### src/rtl/pu_seq.sv
`default_nettype none
// ============================================================================
// Module   : pu_seq
// Function : Layer sequencer for the PU: issues one MAC op per accepted beat,
//            delays result writes by MAC_LAT and pulses finish at layer end.
// Revision : 1.0
// ============================================================================
module pu_seq #(
  parameter int WADDR_WIDTH = 7,
  parameter int RADDR_WIDTH = 6,
  parameter int CNT_WIDTH   = 8,
  parameter int MAC_LAT     = 2
) (
  input  logic                   clk,
  input  logic                   rst_n,
  input  logic                   in_start,
  input  logic [CNT_WIDTH-1:0]   in_num_chunks,
  input  logic [CNT_WIDTH-1:0]   in_num_outputs,
  input  logic                   in_add_bias,
  input  logic                   in_relu,
  input  logic                   in_data_valid,
  output logic                   out_data_ready,
  output logic                   out_mac_en,
  output logic [WADDR_WIDTH-1:0] out_w_rd_addr,
  output logic [2:0]             out_bias_addr,
  output logic                   out_add_bias,
  output logic                   out_relu,
  output logic                   out_done,
  output logic                   out_r_rd_en,
  output logic [RADDR_WIDTH-1:0] out_r_rd_addr,
  output logic                   out_r_wr_en,
  output logic [RADDR_WIDTH-1:0] out_r_wr_addr,
  output logic                   out_busy,
  output logic                   out_finish
);

  typedef enum logic [1:0] {
    S_IDLE  = 2'd0,
    S_RUN   = 2'd1,
    S_DRAIN = 2'd2,
    S_FIN   = 2'd3
  } state_t;

  // Write-delay stages that must be empty before the last write is on the bus
  localparam logic [MAC_LAT-1:0] LAT_MASK = {MAC_LAT{1'b1}} >> 1;

  state_t                 state_q, state_d;
  logic [CNT_WIDTH-1:0]   num_c_q, num_o_q;
  logic                   lat_bias_q, lat_relu_q;
  logic [CNT_WIDTH-1:0]   c_q, c_d, o_q, o_d;
  logic [WADDR_WIDTH-1:0] waddr_q, waddr_d;
  logic                   load;

  logic                   mac_en_q;
  logic [WADDR_WIDTH-1:0] op_waddr_q;
  logic [2:0]             op_bias_addr_q;
  logic                   op_add_bias_q, op_relu_q, op_done_q, op_rd_en_q;
  logic [RADDR_WIDTH-1:0] op_raddr_q;

  logic [MAC_LAT-1:0]     wv_q;
  logic [RADDR_WIDTH-1:0] wa_q [MAC_LAT];

  logic accept, last_chunk, last_op, pending;

  assign accept     = (state_q == S_RUN) && in_data_valid;
  assign last_chunk = (c_q == num_c_q - CNT_WIDTH'(1));
  assign last_op    = last_chunk && (o_q == num_o_q - CNT_WIDTH'(1));
  // Writes still in flight after the current cycle
  assign pending    = mac_en_q | (|(wv_q & LAT_MASK));

  always_ff @(posedge clk or negedge rst_n) begin
    if (!rst_n) state_q <= S_IDLE;
    else        state_q <= state_d;
  end

  always_comb begin
    state_d = state_q;
    c_d     = c_q;
    o_d     = o_q;
    waddr_d = waddr_q;
    load    = 1'b0;
    case (state_q)
      S_IDLE: begin
        if (in_start) begin
          load    = 1'b1;
          c_d     = '0;
          o_d     = '0;
          waddr_d = '0;
          if (in_num_chunks == '0 || in_num_outputs == '0) state_d = S_FIN;
          else                                              state_d = S_RUN;
        end
      end
      S_RUN: begin
        if (accept) begin
          waddr_d = waddr_q + WADDR_WIDTH'(1);
          if (last_chunk) begin
            c_d = '0;
            o_d = o_q + CNT_WIDTH'(1);
          end else begin
            c_d = c_q + CNT_WIDTH'(1);
          end
          if (last_op) state_d = S_DRAIN;
        end
      end
      S_DRAIN: if (!pending) state_d = S_FIN;
      S_FIN:   state_d = S_IDLE;
      default: state_d = S_IDLE;
    endcase
  end

  always_ff @(posedge clk or negedge rst_n) begin
    if (!rst_n) begin
      num_c_q        <= '0;
      num_o_q        <= '0;
      lat_bias_q     <= 1'b0;
      lat_relu_q     <= 1'b0;
      c_q            <= '0;
      o_q            <= '0;
      waddr_q        <= '0;
      mac_en_q       <= 1'b0;
      op_waddr_q     <= '0;
      op_bias_addr_q <= '0;
      op_add_bias_q  <= 1'b0;
      op_relu_q      <= 1'b0;
      op_done_q      <= 1'b0;
      op_rd_en_q     <= 1'b0;
      op_raddr_q     <= '0;
      wv_q           <= '0;
      for (int i = 0; i < MAC_LAT; i++) wa_q[i] <= '0;
    end else begin
      c_q     <= c_d;
      o_q     <= o_d;
      waddr_q <= waddr_d;
      if (load) begin
        num_c_q    <= in_num_chunks;
        num_o_q    <= in_num_outputs;
        lat_bias_q <= in_add_bias;
        lat_relu_q <= in_relu;
      end
      mac_en_q       <= accept;
      op_waddr_q     <= accept ? waddr_q : '0;
      op_bias_addr_q <= accept ? o_q[2:0] : 3'd0;
      op_done_q      <= accept && last_chunk;
      op_add_bias_q  <= accept && last_chunk && lat_bias_q;
      op_relu_q      <= accept && last_chunk && lat_relu_q;
      op_rd_en_q     <= accept && (c_q != '0);
      op_raddr_q     <= accept ? o_q[RADDR_WIDTH-1:0] : '0;
      // Write strobe/address follow the issued op by MAC_LAT cycles
      wv_q[0] <= mac_en_q;
      wa_q[0] <= op_raddr_q;
      for (int i = 1; i < MAC_LAT; i++) begin
        wv_q[i] <= wv_q[i-1];
        wa_q[i] <= wa_q[i-1];
      end
    end
  end

  assign out_data_ready = (state_q == S_RUN);
  assign out_busy       = (state_q != S_IDLE);
  assign out_finish     = (state_q == S_FIN);
  assign out_mac_en     = mac_en_q;
  assign out_w_rd_addr  = op_waddr_q;
  assign out_bias_addr  = op_bias_addr_q;
  assign out_add_bias   = op_add_bias_q;
  assign out_relu       = op_relu_q;
  assign out_done       = op_done_q;
  assign out_r_rd_en    = op_rd_en_q;
  assign out_r_rd_addr  = op_raddr_q;
  assign out_r_wr_en    = wv_q[MAC_LAT-1];
  assign out_r_wr_addr  = wa_q[MAC_LAT-1];

endmodule
`default_nettype wire

### config.mk
export PLATFORM = sky130hd
export DESIGN_NAME = pu_seq
export DESIGN_NICKNAME = d
export VERILOG_FILES = /design/src/rtl/pu_seq.sv
export SDC_FILE = /design/constraint.sdc
export NUM_CORES = 1
export LEC_CHECK = 0
export CAP_MARGIN = 20
export CORE_MARGIN = 4
export CORE_UTILIZATION = 25
export DETAILED_ROUTE_END_ITERATION = 10
export HOLD_SLACK_MARGIN = 0.1
export SETUP_SLACK_MARGIN = 0.1
export SLEW_MARGIN = 20
export SYNTH_ARGS = -nofsm -noshare
export SYNTH_HDL_FRONTEND = slang
export SYNTH_SLANG_ARGS = --single-unit
### constraint.sdc
create_clock -name clk -period 2.6 [get_ports clk]
set_input_delay 0.26 -clock clk [delete_from_list [all_inputs] [get_ports clk]]
set_output_delay 0.26 -clock clk [all_outputs]
set_load 0.005 [all_outputs]
==> out/metrics.yaml <==
sta:
  fin_crit_sh_pct: 89.70
  finClkSkew_ns: 0.006201
  worst_slew_pin_slew_ns: 0.9445
  hold_viol_final: 0
  fin_crit_ns: 2.332
  slew_headroom_pct: 37.03
  drv_slew: 0
  rsz0062_at_grt: "false"
  fmax_mhz: 428.8
  final-setup-viol-count: 0
  final.setup.tns_ns: 0
critical_path:
  cp_data_required_time_ns: 2.85
  arrival_ns: 2.59
  cp-end-kind: "register"
  crit_path_max_fanout: 8
  worstSetupPathType: "reg2reg"
  cp-start-kind: "register"
power_and_ir_drop:
  comb_power_share_pct: 37.0
  switching_share_pct: 36.72
  power_density_mw_per_mm2: 1027
  p_int_uw: 2994
  p_switching_uw: 1737
  vdd_ir_drop_max_mv: 0.4528
  p_leak_uw: 0.002043
  p_clk_share_pct: 25.1
  seqPwrFrac_pct: 37.9
synth:
  syn_nets: 350
  synth_area_leaders: "dfrtp_1 52%, mux2_2 5.6%, xor2_1 4.6%"
  yosysTopAreaCell: "dfrtp_1"
  yosys.cell_types.count: 51
  synthMostInstantiatedCell: "dfrtp_1"
  synth_fa_ha_area_share_pct: 3.827
  synth_flop_cell: "dfrtp_1"
  syn_inst: 317
  synth_top_family_by_area: "simple AND/OR/NAND/NOR gates"
  yosys_warnings: 0
  ys_seq_area_share_pct: 52.19
  synth.area.mux_share_pct: 7.029
  synth_seq_cells: 75
  yosysTopAreaCellShare_pct: 52.19
  synth-simple-area-share_pct: 15.41
  synth_edf_count: 0
  synthArstFlopShare_pct: 100.0
  synth-compound-area-share_pct: 7.794
  synth_commonest_cells: "75 x dfrtp_1, 27 x nor2_1, 19 x xor2_1"
  syn_area_per_cell_um2: 11.34
  syn_area_mm2: 0.003596
  synthXorXnorAreaFrac_pct: 8.907
die:
  chipHeight_um: 127.9
  start_util_pct: 25.71
  pin_count: 53
  num_rows: 43
  dieArea_mm2: 0.01637
  die_w_um: 127.9
  core-area_mm2: 0.01399
global_route:
  grt_max_degree: 76
  grt_first_pass_wirelength_mm: 12.99
  antenna_found_initial: 0
  grt_usage_pct: 10.05
  grt-ovfl-total: 0
  first_global_vias: 2638
placement:
  dp_hpwl_mm: 5.591
  place_congestion: 0.8084
  placed_area_mm2: 0.004267
  post-place-cells: 533
  port_buffers: 52
clock_tree:
  clkSinkCount: 75
  cts_max_level: 3
  clk_latency_ns: 0.33
  cts-buffers-inserted: 9
  clock_path_buffers: 2
  cts-root-buf: "clkbuf_16"
  path_clk_slew_ns: 0.07
  cts_tree: "done"
min_path:
  min_path_type: "in2async"
routing:
  drcViolationCount: 0
  wl_per_cell_um: 14.04
  vias: 2493
  routed_wl_mm: 7.722
  dr.first_iter.drc_count: 104
  postRouteAntennaNets: 0
  viasPerCell: 4.533
  drt_pass1_iterations: 4
final_layout:
  drive_gt1_share_pct: 15.41
  diodes: 0
  design_area_mm2: 0.004607
  n_fill_cell: 1399
  final_nets: 398
  area_delta_synth_final_pct: 28.11
  stdcell_count: 550
status:
  outcome: "finished, final reports clean"
job:
  cap_violations: 0
==> worst max-delay path, stage by stage (launching register included) <==
cell       delay, ns
dfrtp_1         0.47
nor4_4          0.36
nand3_1         0.14
a2111oi_2       0.36
nand4_1         0.15
o41ai_2         0.41
nand3_1         0.17
a32oi_1         0.19
==> logic make-up after synthesis <==
| logic type | Yosys count |
|---|---|
| xor+xnor | 35 |
| fa+ha+maj | 11 |
| mux | 23 |
| buf+inv | 37 |
| compound gates | 35 |
| flops | 75 |
| simple gates | 101 |
==> state kept, by name, summed over array words and instances (netlist names), 2 cells and up <==
| register | cells |
|---|---|
| c_q | 8 |
| num_c_q | 8 |
| num_o_q | 8 |
| o_q | 8 |
| out_r_rd_addr | 6 |
| out_r_wr_addr | 6 |
| out_w_rd_addr | 7 |
| state_q | 2 |
| wa_q | 6 |
| waddr_q | 7 |
| wv_q | 2 |
==> through the flow <==
stage                     hold WS, ns  power [uW]  util [%]  worst slack, ns
after floorplan              -0.03559        2919         -           0.3878
after global placement         0.3313        3389     30.50           0.2958
after detailed placement       0.3371        3452     30.50           0.2383
after CTS                      0.1199        4674     32.53           0.2344
after global routing           0.1728        5089     32.93          0.01532
final                         0.07418        4732     32.93           0.2677
==> power by group through the flow <==
stage                     Sequential, uW  Clock [uW]  Combinational, uW
final                               1790        1190               1750
after detailed placement            1800           0               1650
after global placement              1790           0               1600
after CTS                           1790        1230               1660
after floorplan                     1680           0               1240
after global routing                1850        1280               1960
==> cell usage in the layout, fill, tap and decap left out, types with 2 or more instances in the layout <==
master / netlist / layout
a311oi_1: 2 / 2
nand3_1: 9 / 9
a21oi_1: 5 / 5
nand2_1: 9 / 9
or2_2: 2 / 2
nand3b_1: 2 / 2
clkbuf_16: 0 / 9
nor4_1: 6 / 6
xor2_1: 19 / 19
inv_1: 15 / 15
xnor2_1: 15 / 14
nor2_1: 27 / 27
o21ai_0: 9 / 9
nor3_1: 6 / 6
and3_1: 14 / 14
dfrtp_1: 75 / 75
buf_4: 9 / 8
clkdlybuf4s50_1: 0 / 51
mux2_2: 18 / 18
nand2b_1: 2 / 2
and2_1: 3 / 3
inv_6: 0 / 4
ha_1: 11 / 10
nand4_1: 8 / 8
mux2i_1: 5 / 5
and4_1: 4 / 4
nor2b_1: 4 / 4
==> cell type report <==
class | instances | area (um2) | area share [%]
inverters | 15 | 56.30 | 1.222
clock inverters | 7 | 58.81 | 1.276
repair buffers | 59 | 570.5 | 12.38
clock buffers | 9 | 225.2 | 4.889
multi-input cells | 205 | 1594 | 34.60
well taps | 180 | 225.2 | 4.889
flip-flops and latches | 75 | 1877 | 40.74
==> what timing repair did <==
| action | 4_1_cts | 5_1_grt |
|---|---|---|
| resized for setup | 0 | 8 |
| hold buffers | 0 | 0 |
| buffers inserted | 0 | 1 |
| setup endpoints to repair | 0 | 8 |
==> final timing paths <==
path / startpoint / endpoint / slack [ns] / depth (start not counted)
worst max-delay path: num_o_q[2]$_DFFE_PN0P_ / state_q[0]$_DFFE_PN0P_ / 0.27 / 7
worst min-delay path: rst_n / out_r_wr_addr[1]$_DFF_PN0_ / 0.07 / 1
worst max register to register: num_o_q[2]$_DFFE_PN0P_ / state_q[0]$_DFFE_PN0P_ / 0.27 / 7
worst min register to register: wa_q[7]$_DFF_PN0_ / out_r_wr_addr[1]$_DFF_PN0_ / 0.35 / 0
max in group asynchronous: rst_n / num_c_q[6]$_DFFE_PN0P_ / 1.92 / 1
min in group clk: wa_q[7]$_DFF_PN0_ / out_r_wr_addr[1]$_DFF_PN0_ / 0.35 / 0
==> routing by layer <==
layer / wire length (um) / track usage (%) / vias up
li1: - / - / 1200
met2: 3348 / 14.97 / 63
met1: 3824 / 13.60 / 1218
met5: 0 / 0 / -
met4: 123 / 3.620 / 0
met3: 427 / 3.375 / 12
Note: power is estimated with default switching activity, not from simulation.
